$ cat config.mk
export PLATFORM = sky130hd
export DESIGN_NAME = receiver_flat
export DESIGN_NICKNAME = d
export VERILOG_FILES = /design/src/rtl/bomber_link_pkg.sv /design/src/rtl/receiver_if.sv /design/src/rtl/rx_buffer.sv /design/src/rtl/receiver.sv /design/src/flat_wrapper.sv
export SDC_FILE = /design/constraint.sdc
export NUM_CORES = 1
export LEC_CHECK = 0
export ABC_AREA = 1
export CORE_MARGIN = 2
export CORE_UTILIZATION = 45
export DETAILED_ROUTE_END_ITERATION = 10
export PLACE_DENSITY = 0.76
export SYNTH_ARGS = -nofsm -noshare
export SYNTH_HDL_FRONTEND = slang
export SYNTH_HIERARCHICAL = 1
export SYNTH_SLANG_ARGS = --single-unit
$ cat constraint.sdc
create_clock -name LINK_CLK -period 1.43 [get_ports LINK_CLK]
set_input_delay 0.143 -clock LINK_CLK [delete_from_list [all_inputs] [get_ports LINK_CLK]]
set_output_delay 0.143 -clock LINK_CLK [all_outputs]
set_load 0.05 [all_outputs]
$ cat src/rtl/bomber_link_pkg.sv
// Shared Bomber link definitions: block width, link word type and receiver state encoding.
package bomber_link_pkg;

  localparam int unsigned WORD_W = 49;

  typedef logic [0:WORD_W-1] link_word_t;

  typedef enum logic {
    S_FILL  = 1'b0,
    S_ARMED = 1'b1
  } rx_state_e;

endpackage

$ cat src/rtl/receiver_if.sv
// Serial-in / parallel-out handshake bundle between link transmitter, receiver and consumer.
interface receiver_if #(
  parameter int unsigned WORD_W = bomber_link_pkg::WORD_W
);

  logic              S_IN;
  logic              SYNC_IN;
  logic              RX_ACK;
  logic [0:WORD_W-1] RX_DATA;
  logic              RX_VALID;
  logic              FRAME_ERR;
  logic              OVERRUN;

  modport master (
    output S_IN, SYNC_IN, RX_ACK,
    input  RX_DATA, RX_VALID, FRAME_ERR, OVERRUN
  );

  modport slave (
    input  S_IN, SYNC_IN, RX_ACK,
    output RX_DATA, RX_VALID, FRAME_ERR, OVERRUN
  );

endinterface

$ cat src/rtl/rx_buffer.sv
// Receive word buffer: single holding register, or a 2-entry FIFO when RECEIVER_DBUF_EN is defined.
module rx_buffer #(
  parameter int unsigned WORD_W = bomber_link_pkg::WORD_W
) (
  input  logic              LINK_CLK,
  input  logic              RESET,
  input  logic              wr_en,
  input  logic [0:WORD_W-1] wr_data,
  input  logic              rd_en,
  output logic [0:WORD_W-1] rd_data,
  output logic              valid,
  output logic              full
);

  logic pop;

`ifdef RECEIVER_DBUF_EN
  logic [0:WORD_W-1] mem [2];
  logic              head;
  logic [1:0]        count;
  logic              wr_idx;

  assign pop    = rd_en && (count != 2'd0);
  // Tail slot is head+count mod 2; with both entries full it aliases the slot being popped.
  assign wr_idx = head ^ count[0];

  always_ff @(posedge LINK_CLK) begin
    if (RESET) begin
      mem[0] <= '0;
      mem[1] <= '0;
      head   <= 1'b0;
      count  <= '0;
    end else begin
      if (wr_en) mem[wr_idx] <= wr_data;
      if (pop)   head        <= ~head;
      case ({wr_en, pop})
        2'b10:   count <= count + 2'd1;
        2'b01:   count <= count - 2'd1;
        default: count <= count;
      endcase
    end
  end

  assign rd_data = mem[head];
  assign valid   = (count != 2'd0);
  assign full    = (count == 2'd2);
`else
  logic [0:WORD_W-1] data_q;
  logic              valid_q;

  assign pop = rd_en && valid_q;

  always_ff @(posedge LINK_CLK) begin
    if (RESET) begin
      data_q  <= '0;
      valid_q <= 1'b0;
    end else if (wr_en) begin
      data_q  <= wr_data;
      valid_q <= 1'b1;
    end else if (pop) begin
      valid_q <= 1'b0;
    end
  end

  assign rd_data = data_q;
  assign valid   = valid_q;
  assign full    = valid_q;
`endif

endmodule

$ cat src/rtl/receiver.sv
// Bomber link receiver: deserialises 49-bit blocks framed by SYNC_IN and hands them to the consumer.
// Buffer depth selected by RECEIVER_DBUF_EN (undefined: 1 word, defined: 2 words).
module receiver #(
  parameter int unsigned WORD_W = bomber_link_pkg::WORD_W,
  parameter int unsigned CNT_W  = 6
) (
  input logic       LINK_CLK,
  input logic       RESET,
  receiver_if.slave link
);

  import bomber_link_pkg::*;

  localparam logic [CNT_W-1:0] CNT_MAX = '1;
  localparam logic [CNT_W-1:0] PRE_ARM = CNT_W'(WORD_W - 2);

  logic [0:WORD_W-2] shreg;
  logic [CNT_W-1:0]  bitcnt;
  rx_state_e         state, state_nxt;
  logic [0:WORD_W-1] cand;
  logic              wr_en, full, buf_valid, pop;
  logic              frame_err_nxt, overrun_nxt;
  logic              frame_err_q, overrun_q;

  assign cand = {shreg, link.S_IN};
  assign pop  = buf_valid && link.RX_ACK;

  always_ff @(posedge LINK_CLK) begin
    if (RESET) begin
      shreg       <= '0;
      bitcnt      <= '0;
      state       <= S_FILL;
      frame_err_q <= 1'b0;
      overrun_q   <= 1'b0;
    end else begin
      shreg       <= {shreg[1:WORD_W-2], link.S_IN};
      if (link.SYNC_IN)          bitcnt <= '0;
      else if (bitcnt != CNT_MAX) bitcnt <= bitcnt + CNT_W'(1);
      state       <= state_nxt;
      frame_err_q <= frame_err_nxt;
      overrun_q   <= overrun_nxt;
    end
  end

  // S_ARMED mirrors BITCNT >= WORD_W-1; the count only drops on SYNC, so arming is one-way until then.
  always_comb begin
    state_nxt     = state;
    wr_en         = 1'b0;
    frame_err_nxt = 1'b0;
    overrun_nxt   = 1'b0;
    if (link.SYNC_IN) begin
      state_nxt = S_FILL;
      if (state == S_ARMED) begin
        if (!full || pop) wr_en       = 1'b1;
        else              overrun_nxt = 1'b1;
      end else begin
        frame_err_nxt = 1'b1;
      end
    end else if (state == S_FILL && bitcnt >= PRE_ARM) begin
      state_nxt = S_ARMED;
    end
  end

  rx_buffer #(
    .WORD_W(WORD_W)
  ) u_buf (
    .LINK_CLK(LINK_CLK),
    .RESET   (RESET),
    .wr_en   (wr_en),
    .wr_data (cand),
    .rd_en   (link.RX_ACK),
    .rd_data (link.RX_DATA),
    .valid   (buf_valid),
    .full    (full)
  );

  assign link.RX_VALID  = buf_valid;
  assign link.FRAME_ERR = frame_err_q;
  assign link.OVERRUN   = overrun_q;

endmodule

$ cat src/flat_wrapper.sv
// flat-port wrapper written by rule: the top's interface ports become plain ports
module receiver_flat import bomber_link_pkg::*;
#(
  parameter int unsigned WORD_W = bomber_link_pkg::WORD_W,
  parameter int unsigned CNT_W  = 6
)
  (LINK_CLK, RESET, link_S_IN, link_SYNC_IN, link_RX_ACK, link_RX_DATA, link_RX_VALID, link_FRAME_ERR, link_OVERRUN);
  receiver_if #(.WORD_W(WORD_W)) link_i ();
  input logic LINK_CLK;
  input logic RESET;
  input wire logic [$bits(link_i.S_IN)-1:0] link_S_IN;
  input wire logic [$bits(link_i.SYNC_IN)-1:0] link_SYNC_IN;
  input wire logic [$bits(link_i.RX_ACK)-1:0] link_RX_ACK;
  output wire logic [$bits(link_i.RX_DATA)-1:0] link_RX_DATA;
  output wire logic [$bits(link_i.RX_VALID)-1:0] link_RX_VALID;
  output wire logic [$bits(link_i.FRAME_ERR)-1:0] link_FRAME_ERR;
  output wire logic [$bits(link_i.OVERRUN)-1:0] link_OVERRUN;
  assign link_i.S_IN = link_S_IN;
  assign link_i.SYNC_IN = link_SYNC_IN;
  assign link_i.RX_ACK = link_RX_ACK;
  assign link_RX_DATA = link_i.RX_DATA;
  assign link_RX_VALID = link_i.RX_VALID;
  assign link_FRAME_ERR = link_i.FRAME_ERR;
  assign link_OVERRUN = link_i.OVERRUN;
  receiver #(.WORD_W(WORD_W), .CNT_W(CNT_W)) u_core (.LINK_CLK(LINK_CLK), .RESET(RESET), .link(link_i));
endmodule
======== Word level (Yosys, flattened, before mapping) ========
Cells that the tools add are included.
cells by class
  reductions and logical operators ........ 8
  add/sub/neg operators ................... 1
  magnitude comparators ................... 1
  equal/unequal tests ..................... 1
  multiplexer cells ....................... 7
  bitwise gates (word level) .............. 2
operator list
  cell                                          number
  two-way mux 1 bit                             7
  adder 6 x 1 -> 6 bit, second input constant   1
  >= comparator 6 bit, second input constant    1
  inequality test 6 bit, second input constant  1
  OR reduction 2 bit                            2
  OR reduction 3 bit                            1
  logical AND 1 bit                             2
  NOT 1 bit                                     2
  nonzero test 2 bit                            1
  zero test 1 bit                               1
  logical OR 1 bit                              1
word-level totals
  register bits ........................... 107
  output and inout bits ................... 52
  input bits .............................. 5
  word-level logic and storage cells ...... 27

======== Logic depth before layout (Yosys ltp) ========
Gate-level depths: netlist of run 1.
  depth after elaboration ................. 6
  depth in mapped cells ................... 10
  depth with buffers taken out ............ 7

======== By module ========
The synthesis of run 1 kept the hierarchy.
by module, submodules not included
  module     area an instance (um^2)  seq. area each (um^2)  cells each  instances
  rx_buffer  1799.2                   1001.0                 218         1
  receiver   1751.7                   1141.1                 207         1

======== Worst setup path before layout of run 1 ========
Ideal clock, no wire load.
  kind .................................... reg2reg
  from .................................... register u_core.u_buf.valid_q, in the netlist u_core/u_buf/full
  to ...................................... register u_core.u_buf.data_q (netlist bit u_core/u_buf/rd_data[13])
  clock period less this slack ............ 1.497 ns
  stages on the path, launching flop included .. 11
  data arrival time ....................... 1.380 ns
  path slack .............................. -0.067 ns
  setup time .............................. 0.117 ns
  required time ........................... 1.313 ns
  path through ............................ dfxtp_1 > buf_4 > nand2_1 > nand2_1 > nand2_1 > nor2_1 > buf_6 > inv_4 > buf_6 > nor2_1 > nor2_1
on the way
  cells in the longest elaborated chain, start to end .. 5
RTL lines
  item                                                         RTL line                        RTL
  start: declaration                                           rx_buffer.sv:49                 logic valid_q;
  start signal: assignment                                     rx_buffer.sv:56                 valid_q <= 1'b0;
  start signal: assignment                                     rx_buffer.sv:59                 valid_q <= 1'b1;
  start signal: assignment                                     rx_buffer.sv:61                 valid_q <= 1'b0;
  zero test 1 bit / logical AND 1 bit (equally long branches)  receiver.sv:54, receiver.sv:26
  logical OR 1 bit *                                           receiver.sv:54                  if (!full || pop) wr_en = 1'b1;
  two-way mux 1 bit *                                          receiver.sv:54
  two-way mux 1 bit *                                          receiver.sv:53                  if (state == S_ARMED) begin
  two-way mux 1 bit *                                          receiver.sv:51                  if (link.SYNC_IN) begin
  net u_core.wr_en                                             receiver.sv:21                  logic wr_en, full, buf_valid, pop;
  end signal: assignment                                       rx_buffer.sv:58                 data_q <= wr_data;
  end: declaration                                             rx_buffer.sv:48                 logic [0:WORD_W-1] data_q;
Mark *: on every way through the listed nets, which the timed path passes. The rest lies on a longest branch.
A chain may end at the register's enable or synchronous reset.

======== Worst setup path after layout of run 1 ========
  from .................................... register u_core.u_buf.valid_q, in the netlist u_core/u_buf/full
  to ...................................... register u_core.u_buf.data_q (netlist bit u_core/u_buf/rd_data[2])
The elaborated chain is that of the path after synthesis.

==> metrics.txt, run 1 <==
Gate Count Post-Synth 425; die span in y 92.8 um; Port Buffers 56; via count 2606; Post-synth top flop dfxtp_1; Seq cells post-synth 107; antenna viol nets, final 0; Ports 57; Setup violations, final 0; initial antenna violation count 0; CTS Sinks 107; Die X 92.8 um; Mapped Avg Cell Area approximately 8.4 um^2; worst-skew pair later-pin latency between 300 and 400 ps; post-route clock period utilization 90.9%; min setup slack post-route 130 ps; Initial Util a little under half; clk buf depth 2; number of synthesized flops with an enable pin 0; most common cell after layout, fill and taps aside nor2_1; antenna cells 0; Seq/Total Area, Yosys 60.3%; LEAKAGE 0.00195 uW; Pre-antenna DRT Iters 4; relative slew slack 72.1%; vias in the first global route around 2500; status completed; Wirelength per Cell approximately 11 um; drc violations 0; Filler cells between 700 and 800; 1st-iter DRT viols 122; via density per instance 4.44; CTS tree yes; clock-pin slew on the worst setup and hold paths around 90 ps; ys async rst share 0%; GRT overflow 0; WL final approximately 6500 um; maximum clock rate roughly 0.77 GHz; Worst Tran Pin Value 418 ps; Register Area 2140 um^2; root buf cell clkbuf_8; startpoint types flop; Met3 Wirelength 361 um; Worst EP required 1720 ps; RSZ-0062 raised after global routing yes; met2 wire length 2970 um; arrival time worst endpoint about 1600 ps; hpwl dp 4210 um; mapped cell area between 3000 and 4000 um^2; WS Path Type reg2reg; critical path fanouts, max 16; VDD IR max 0.688 mV; maxcap violations 0; count of unique library cells instantiated by Yosys 23; H-tree levels 3; worst min path class in2reg; fin crit period 1300 ps; final hold vios 0; Placer Congestion 0.749; die area between 8000 and 9000 um^2; largest net degree at the start of global routing 51; core area 7690 um^2; first-pass GRT wire length approximately 11000 um; Synth Net Count about 430; commonest non-fill, non-tap cells in the layout nor2_1 (142), dfxtp_1 (107), buf_4 (60); Hold Slack 35.9 ps; Total GRT Usage between 15 and 20%; power per cell area 1150 nW/um^2; synth warn 6; skew final ~7 ps; share of cells above drive strength 1 20.0%; num rows 32; Max Used Layer met4; Net count, final 487; Crit. End Element flop; Setup Fix Bufs, Post-CTS 0; Metal-1 WL 3080 um; DP Worst Slack -194 ps; TritonCTS Buffers 9; count of pins over their slew limit 0; area of the multi-input gates 1040 um^2; Area growth syn-to-layout 19.3%
[power breakdown]
part           internal [uW]  switching [uW]  leakage, uW  total (uW)
Sequential              2990            5.96     0.000863        2990
Clock                    807             978    0.0000959        1790
Combinational           30.2            62.5     0.000993        92.7
Total                   3820            1050      0.00195        4870
[synthesized netlist by cell type (2+ instances only)]
library cell  count  area share [%]
nor2_2           15             2.6
nor2_1          143              15
clkbuf_2          4            0.56
nand3_1           2            0.28
clkbuf_1          3            0.32
buf_6             6             1.9
o21ai_0          44             6.2
a21oi_1           4            0.56
inv_1            56             5.9
nand2_1          19             2.0
dfxtp_1         107              60
buf_4             3            0.63
buf_2             4            0.56
o21ai_1           6            0.85
[logic make-up (layout without fill, tap and decap cells)]
group	Yosys count	count (layout)	synth area share (%)
compound gates	55	55	7.86
xor+xnor	1	1	0.247
fa+ha+maj	1	1	0.352
buf+inv	79	139	10.6
flops	107	107	60.3
simple gates	182	182	20.6
[state kept, by name, summed over array words and instances, names as in the netlist]
register               count
u_core/u_buf/rd_data      49
u_core/shreg              48
u_core/bitcnt              6
u_core/link.FRAME_ERR      1
u_core/link.OVERRUN        1
u_core/state               1
u_core/u_buf/full          1
[worst paths after layout]
kind	startpoint	to	slack, ps	cells after the start
worst max register to register	u_core/u_buf/full	u_core/u_buf/rd_data[2]	130	7
worst min-delay path	RESET	u_core/u_buf/full	40	2
worst max-delay path	u_core/u_buf/full	u_core/u_buf/rd_data[2]	130	7
worst min register to register	u_core/shreg[20]	u_core/shreg[19]	430	2
[final cells by class]
cell class / count / area share, %
flip-flops and latches: 107 / 50.5
multi-input cells: 239 / 24.5
repair buffers: 66 / 12.2
inverters: 58 / 5.26
well taps: 102 / 3.01
clock buffers: 9 / 2.92
clock inverters: 6 / 1.54
[through the flow]
stage | cells | setup TNS (ps) | total power, uW | utilization (%) | area, um^2
4_1_cts | 587 | 0 | 4930 | 55.0 | 4230
3_5_place_dp | 572 | -7360 | 3150 | 52.6 | 4040
6_report | 587 | 0 | 4870 | 55.1 | 4240
5_1_grt | 587 | -73.4 | 5080 | 55.1 | 4240
3_3_place_gp | 572 | -4800 | 3150 | 52.6 | 4040
2_1_floorplan | 425 | 0 | 3120 | - | 3550
[worst max-delay path, cell delays in order, from the launching register on]
cell and delay, ps:
dfxtp_1 360, nand2_1 60, nand2_1 80, nand2_1 90, nor2_4 180, buf_4 230, o21ai_0 120, nor2_1 120
[routing by layer]
layer	GRT usage (%)	vias to the layer above
met2	26.0	50
met4	7.48	0
met5	0	-
li1	-	1380
met1	20.5	1172
met3	4.23	4
[what timing repair did]
item | 4_1_cts | 5_1_grt
hold buffers | 0 | 0
endpoints found under the setup margin | 0 | 36
resized for setup | 0 | 2
Power figures use the tool's default switching activity.
==> inputs of run 2 (changes only) <==
--- a/config.mk
+++ b/config.mk
@@ -9,7 +9,9 @@
 export CORE_MARGIN = 2
 export CORE_UTILIZATION = 45
 export DETAILED_ROUTE_END_ITERATION = 10
-export PLACE_DENSITY = 0.76
+export PLACE_DENSITY = 0.73
+export REMOVE_ABC_BUFFERS = 1
+export SLEW_MARGIN = 40
 export SYNTH_ARGS = -nofsm -noshare
 export SYNTH_HDL_FRONTEND = slang
 export SYNTH_HIERARCHICAL = 1
==> constraint.sdc (replaced) <==
create_clock -name LINK_CLK -period 1.7 [get_ports LINK_CLK]
set_input_delay 0.17 -clock LINK_CLK [delete_from_list [all_inputs] [get_ports LINK_CLK]]
set_output_delay 0.17 -clock LINK_CLK [all_outputs]
set_load 0.05 [all_outputs]
==> metrics.txt, run 2 (synthesis gave the netlist of run 1 again) <==
status completed; Area growth syn-to-layout 22.0%; CTS Hold Bufs 0 (unchanged); WS Path Type reg2out; die area 8620 um^2 (unchanged); relative slew slack 53.5% (-19 points); LEAKAGE 0.00239 uW (+23%); Setup Fix Bufs, Post-CTS 0 (unchanged); Layout Utilization 56.3% (+1.2 points); fin area 4330 um^2 (+2.2%); H-tree levels 3 (unchanged); dpl cells 567 (-0.87%); commonest non-fill, non-tap cells in the layout nor2_1 (142), dfxtp_1 (107), inv_1 (56); WL final 6510 um (+0.49%); hpwl dp 4140 um (-1.9%); VDD IR max 0.469 mV (-32%); 1st-iter DRT viols 141 (+16%); Worst path slowest cell clkdlybuf4s50_1; Hold Slack 171 ps (+135 ps); most common cell after layout, fill and taps aside nor2_1; Pre-antenna DRT Iters 4 (unchanged); die span in y 92.8 um (unchanged); share of cells above drive strength 1 8.96% (-11 points); power per cell area 924 nW/um^2 (-20%); final hold vios 0 (unchanged); antenna viol nets, final 0 (unchanged); crit-path cells clkdlybuf4s50_1; Worst EP required 1530 ps (-190 ps); fin crit period about 1700 ps; GRT overflow 0 (unchanged); cell family with most CP delay buffers and inverters; peak per-stage delay on the critical path 800 ps (+440 ps); antenna cells 0 (unchanged); Die X 92.8 um (unchanged); post-route clock period utilization 97.2%; root buf cell clkbuf_8; num rows 32 (unchanged); RSZ-0062 raised after global routing no; clock-pin slew on the worst setup and hold paths 100 ps (about the same); overall power 4000 uW (-18%); clk buf depth 2 (unchanged); critical path fanouts, max 2 (-14); largest net degree at the start of global routing 51 (unchanged); non-filler cells, final 582 (-0.85%); Crit. End Element output port; core area 7690 um^2 (unchanged); arrival time worst endpoint 1480 ps (-110 ps); skew final 7.98 ps (+0.980 ps); cts repair resizes 20 (+20); maxcap violations 0 (unchanged); Worst Tran Pin Value 696 ps (+278 ps); CTS tree yes; maximum clock rate slightly above 0.6 GHz; count of pins over their slew limit 0 (unchanged); worst min path class in2reg; CTS Sinks 107 (unchanged); Wirelength per Cell 11.2 um (+1.4%); Total GRT Usage 15.9% (-0.35 points); CP Buf/Inv Count 1 (unchanged); drc violations 0 (unchanged); Setup violations, final 0 (unchanged); worst-skew pair later-pin latency 360 ps (about the same); Initial Util 46.2% (unchanged); max reg flops 49 (unchanged); Ports 57 (unchanged); Net count, final 482 (-1.0%); via count 2626 (+0.77%); Port Buffers 56 (unchanged); TritonCTS Buffers 9 (unchanged); dpl cell area 4120 um^2 (+1.8%); via density per instance 4.51 (+1.6%); first-pass GRT wire length 10900 um (-2.7%); initial antenna violation count 0 (unchanged); vias in the first global route 2448 (-1.6%); startpoint types flop; Placer Congestion 0.729 (-2.7%)
==> run 2: changes by cell type in the layout (fill, tap and decap cells not counted), sizes merged <==
| cell | previous run | this run |
|---|---|---|
| bufinv | 1 | 0 |
| dlygate4sd2 | 0 | 20 |
| clkinvlp | 1 | 3 |
| clkinv | 2 | 1 |
| dlymetal6s2s | 0 | 26 |
| buf | 63 | 9 |
| clkdlybuf4s50 | 3 | 6 |
==> run 2: path summary, 6_finish.rpt <==
| check | startpoint | to | slack (ps) | depth (start not counted) |
|---|---|---|---|---|
| hold / removal | RESET | u_core/shreg[47] | 170 | 2 |
| setup / recovery | u_core/u_buf/rd_data[30] | link_RX_DATA[18] | 50 | 1 |
| setup reg to reg | u_core/u_buf/full | u_core/u_buf/rd_data[11] | 310 | 7 |
| hold reg to reg | u_core/shreg[36] | u_core/shreg[35] | 420 | 2 |
==> run 2: area by class of cell <==
class / instances / area [um^2]
Clock buffer: 9 / 124
Clock inverter: 6 / 51.3
Fill cell: 743 / 3360
Inverter: 58 / 220
Multi-Input combinational cell: 239 / 1040
Sequential cell: 107 / 2140
Tap cell: 102 / 128
Timing Repair Buffer: 61 / 626
==> run 2: metal layers <==
metal	GRT usage, %	part of all wire (%)	vias up
met5	0	0	-
met4	8.46	2.1	0
met3	3.17	3.8	9
met2	25.4	46	43
met1	20.2	48	1203
li1	-	-	1371
==> run 2: through the flow <==
step                      setup WS, ps  TNS (ps)
after floorplan                  -1310    -65340
final                             47.6         0
after global placement             115         0
after CTS                        0.722         0
after detailed placement          57.4         0
after global routing              3.36         0
==> run 2: where the power goes <==
| part | leakage, uW | switching [uW] | total, uW | internal, uW |
|---|---|---|---|---|
| combinational | 0.00145 | 52.6 | 74.2 | 21.6 |
| clock | 0.0000798 | 868 | 1410 | 543 |
| sequential | 0.000863 | 5.08 | 2520 | 2510 |
==> inputs of run 3 (changes only) <==
--- a/config.mk
+++ b/config.mk
@@ -10,7 +10,9 @@
 export CORE_UTILIZATION = 45
 export DETAILED_ROUTE_END_ITERATION = 10
 export PLACE_DENSITY = 0.73
+export RECOVER_POWER = 100
 export REMOVE_ABC_BUFFERS = 1
+export SKIP_CTS_REPAIR_TIMING = 1
 export SLEW_MARGIN = 40
 export SYNTH_ARGS = -nofsm -noshare
 export SYNTH_HDL_FRONTEND = slang
==> metrics.txt, run 3 (synthesis gave the netlist of run 1 again) <==
status completed; antenna viol nets, final 0 (unchanged); Worst EP required 1530 ps (about the same); critical path fanouts, max 2 (unchanged); dpl cell area 4120 um^2 (unchanged); clock-pin slew on the worst setup and hold paths 100 ps (about the same); R2R Setup Slk 280 ps (-30 ps); Hold Slack 313 ps (+142 ps); arrival time worst endpoint 1480 ps (about the same); overall power 4000 uW (about the same); antenna cells 0 (unchanged); via count 2640 (+0.53%); maximum clock rate 0.606 GHz (about the same); Initial Util 46.2% (unchanged); first-pass GRT wire length 10900 um (unchanged); Setup violations, final 0 (unchanged); worst-skew pair later-pin latency 360 ps (about the same); Total GRT Usage 15.9% (-0.017 points); VDD IR max 0.468 mV (-0.23%); max reg flops 49 (unchanged); vias in the first global route 2454 (+0.25%); LEAKAGE 0.00169 uW (-29%); post-route clock period utilization 97.1% (about the same); startpoint types flop; RSZ-0062 raised after global routing no; skew final 7.75 ps (-0.231 ps); power per cell area 1010 nW/um^2 (+9.2%); crit-path cells clkdlybuf4s50_1; CP Capture Point link_RX_DATA[18]; share of cells above drive strength 1 6.46% (-2.5 points); Ports 57 (unchanged); M3 GR Usage 3.17% (unchanged); Worst Tran Pin Value 698 ps (+1.97 ps); num rows 32 (unchanged); Port Buffers 56 (unchanged); Crit. End Element output port; TritonCTS Buffers 9 (unchanged); peak per-stage delay on the critical path 800 ps (about the same); drc violations 0 (unchanged); number of cells on the critical path 1 (unchanged); WL final 6530 um (+0.34%); H-tree levels 3 (unchanged); die span in y 92.8 um (unchanged); Worst R2R Start u_core/u_buf/full; non-filler cells, final 582 (unchanged); grt met1 use 20.2% (+0.051 points); Die X 92.8 um (unchanged); GR Layer Usage met2 25.3% (-0.12 points); most common cell after layout, fill and taps aside nor2_1; CTS Sinks 107 (unchanged); die area 8620 um^2 (unchanged); GRT overflow 0 (unchanged); Worst path slowest cell clkdlybuf4s50_1; worst min path class in2reg; hpwl dp 4140 um (unchanged); relative slew slack 53.5% (-0.064 points); cell family with most CP delay buffers and inverters; Fin Setup TNS 0 ps (unchanged); final hold vios 0 (unchanged); CP Buf/Inv Count 1 (unchanged); Area growth syn-to-layout 11.6%; Net count, final 482 (unchanged); dpl cells 567 (unchanged); Reg-to-Reg End u_core/u_buf/rd_data[28]; fin crit period 1650 ps (-1.14 ps); via density per instance 4.54 (+0.53%); worst reg-to-reg path cell count 7 (unchanged); count of pins over their slew limit 0 (unchanged); Placer Congestion 0.729 (unchanged); clk buf depth 2 (unchanged); fin area 3960 um^2 (-8.5%); CTS tree yes; Critical path origin u_core/u_buf/rd_data[30]; initial antenna violation count 0 (unchanged); WS Path Type reg2out; root buf cell clkbuf_8; Hold Crit Start RESET; core area 7690 um^2 (unchanged); largest net degree at the start of global routing 51 (unchanged); 1st-iter DRT viols 105 (-26%); commonest non-fill, non-tap cells in the layout nor2_1 (148), dfxtp_1 (107), inv_1 (56); GR peak layer met2; maxcap violations 0 (unchanged); Pre-antenna DRT Iters 4 (unchanged); Wirelength per Cell 11.2 um (+0.34%)
==> run 3: changes by cell type in the layout (fill, tap and decap cells not counted), sizes merged <==
| cell | change |
|---|---|
| dlymetal6s2s | -26 |
| buf | -7 |
| dlygate4sd2 | -20 |
| dlygate4sd3 | +2 |
| clkbuf | +53 |
| clkdlybuf4s50 | -2 |
==> run 3: how the worst min path moves through the flow <==
stage                     cells past startpoint  slack (ps)                end
after floorplan                               1         230  u_core/u_buf/full
after global placement                        2         410    u_core/shreg[9]
after detailed placement                      2         410    u_core/shreg[2]
after CTS                                     2         160   u_core/shreg[47]
after global routing                          2         350   u_core/shreg[47]
final                                         2         310   u_core/shreg[46]
==> run 3: final cells by class <==
cell class                      count  area, um^2
Tap cell                          102         128
Multi-Input combinational cell    239        1020
Sequential cell                   107        2140
Clock inverter                      6        51.3
Inverter                           58         220
Fill cell                         802        3720
Clock buffer                        9         124
Timing Repair Buffer               61         277
==> run 3: worst reg2reg max path: stages, from the launching register on <==
cell and delay [ps]:
dfxtp_1 400, nand2_1 80, nand2_1 70, nand2_1 80, nor2_4 150, clkbuf_2 290
o21ai_0 160, nor2_1 120
==> run 3: per-stage QoR <==
step           setup WS (ps)  util (%)
2_1_floorplan          -1310         -
6_report                48.8      51.5
5_1_grt                 3.36      51.5
3_5_place_dp            57.4      53.5
4_1_cts                -45.9      55.8
3_3_place_gp             115      53.5
==> run 3: metal layers <==
metal	routed length (um)	part of all wire [%]
met1	3170	48
met2	2950	45
met3	272	4.2
met4	142	2.2
met5	0	0
==> run 3: report_power, final <==
group          leakage [uW]  total [uW]  internal (uW)  switching, uW
logic              0.000744        69.9           18.3           51.6
registers          0.000863        2520           2510           5.01
clock network     0.0000798        1410            543            870
total               0.00169        4000           3070            926
==> variant (flow settings as in run 1) <==
The option `RECEIVER_DBUF_EN` is turned on by a define.
--- a/src/rtl/rx_buffer.sv
+++ b/src/rtl/rx_buffer.sv
@@ -1,4 +1,6 @@
 // Receive word buffer: single holding register, or a 2-entry FIFO when RECEIVER_DBUF_EN is defined.
+`define RECEIVER_DBUF_EN
+
 module rx_buffer #(
   parameter int unsigned WORD_W = bomber_link_pkg::WORD_W
 ) (
Function: no difference found for any inputs over 10 cycles, from zero or initial values and one cycle with RESET high; that may be too few to reach the edited logic, so the function may still have changed.
==> variant against run 1 <==
The run now ends with setup timing left; largest power group unchanged; clock power increased to 2.5 times the old value; sequential cell count rose by 52; area after synthesis rose by 75%; register-to-register slack lost 410 ps; combinational power rose to 9.1 times the old value; sequential power rose by 69%; design area is 120% higher; routed wire length grew to 2.6 times the old value; setup slack got worse by 430 ps; cell count up 45%; power up 110%.
==> variant: results (changes against run 1) <==
Status - complete, but fails checks
Failing checks - setup timing
Post-Synthesis Cells - 554 (+30%)
Seq. pwr - 5.05 mW (+69%)
Critical Path Fanout Max - 24 (+8)
YS warnings - 6 (unchanged)
Inst Count DP - 785 (+37%)
Diode count - 0 (unchanged)
Detailed Route WL - 16500 µm (+160%)
Least-Margin Pin Slew - 549 ps (+131 ps)
Layout cells sized above 1 - 0.438 (+0.238)
Skew final - 7.31 ps (+0.306 ps)
Inserted Clock Buffers - 17 (+8)
Gate power share - 0.081 (+0.062)
Nets - 668 (+37%)
Post-synthesis xor/xnor area fraction - 0.00141 (-0.00105)
Area contributors post-synth - edfxtp_1, dfxtp_1, nor2_1, mux2_2, inv_1
Largest regs - u_core/u_buf/mem: 98 flops, u_core/shreg: 48 flops, u_core/bitcnt: 6 flops
DPL Wire Length - 6520 µm (+55%)
Clk root buf - clkbuf_16
Post-synthesis mux area share - 0.0890 (+0.0890)
Synth unique cells - 22 (-4.3%)
Worst path max stage delay - 400 ps (+40 ps)
Adder-Cell Fraction of Synth Area - 0.00403 (+0.000511)
Setup Slack @ Placement - -424 ps (-230 ps)
CP max-delay cell - dfxtp_4
Vias post-DR - 4205 (+61%)
Max Root-Sink Buffers - 2 (unchanged)
Post-CTS Setup Bufs - 22 (+22)
H-Tree Depth - 4 (+1)
Total GRT Usage - 0.224 (+0.0618)
Critical path's top delay family - flip-flops
Reg clk slew, reported paths - 70 ps (-20 ps)
DP Area - 0.00702 mm² (+74%)
Net Sw Power - 2.49 mW (+140%)
Register area share after synthesis - 0.671 (+0.0681)
Peak supply drop - 558 µV (-19%)
Final WS setup - -303 ps (-433 ps)
Setup TNS - -47910 ps (-47910 ps)
Vias in the first global route - 4453 (+79%)
Port Buffers - 56 (unchanged)
Clock latency on the worst-skew pair - 420 ps (+70 ps)
GRT overflow - 0 (unchanged)
Post-CTS Resized - 195 (+195)
Final GP Congestion - 0.744 (-0.69%)
Drt wl/cell - 19.4 µm (+76%)
First-pass DRT Iterations - 5 (+1)
Initial DRC count - 365 (+200%)
Number of enable flip-flop cells after synthesis - 98 (+98)
Class of the worst hold path - input pin to register
First-pass GRT wire length - 24000 µm (+110%)
Pwr Density - 1140 mW/mm² (-0.68%)
Top cells by count, synth - nor2_1, inv_1, edfxtp_1
Mapped Nets - 561 (+30%)
Final setup fails - 246 (+246)
Leak - 3.15 nW (+61%)
Compound-Gate Fraction of Synth Area - 0.00646 (-0.0721)
-- variant: cell type report --
type,instances,area [µm²]
Fill cell,824,4220
Tap cell,176,220
Inverter,112,428
Clock buffer,17,425
Sequential cell,159,4170
Clock inverter,15,159
Timing Repair Buffer,107,1480
Multi-Input combinational cell,264,2250
-- variant: path summary, 6_finish.rpt --
path              slack, ps  cells past startpoint             startpoint                      to
setup / recovery       -300                      3               register         link_RX_DATA[4]
setup reg to reg       -280                     11  u_core/u_buf/count[1]  u_core/u_buf/mem[0][3]
hold reg to reg         420                      2       u_core/shreg[31]        u_core/shreg[30]
hold / removal          120                      4                  RESET   u_core/u_buf/count[1]
-- variant: metal layers --
metal / vias up / wire, µm / GRT usage
li1: 1952 / - / -
met1: 2073 / 6390 / 0.251
met2: 147 / 8850 / 0.403
met3: 33 / 887 / 0.0545
met4: 0 / 410 / 0.0984
met5: - / 0 / 0
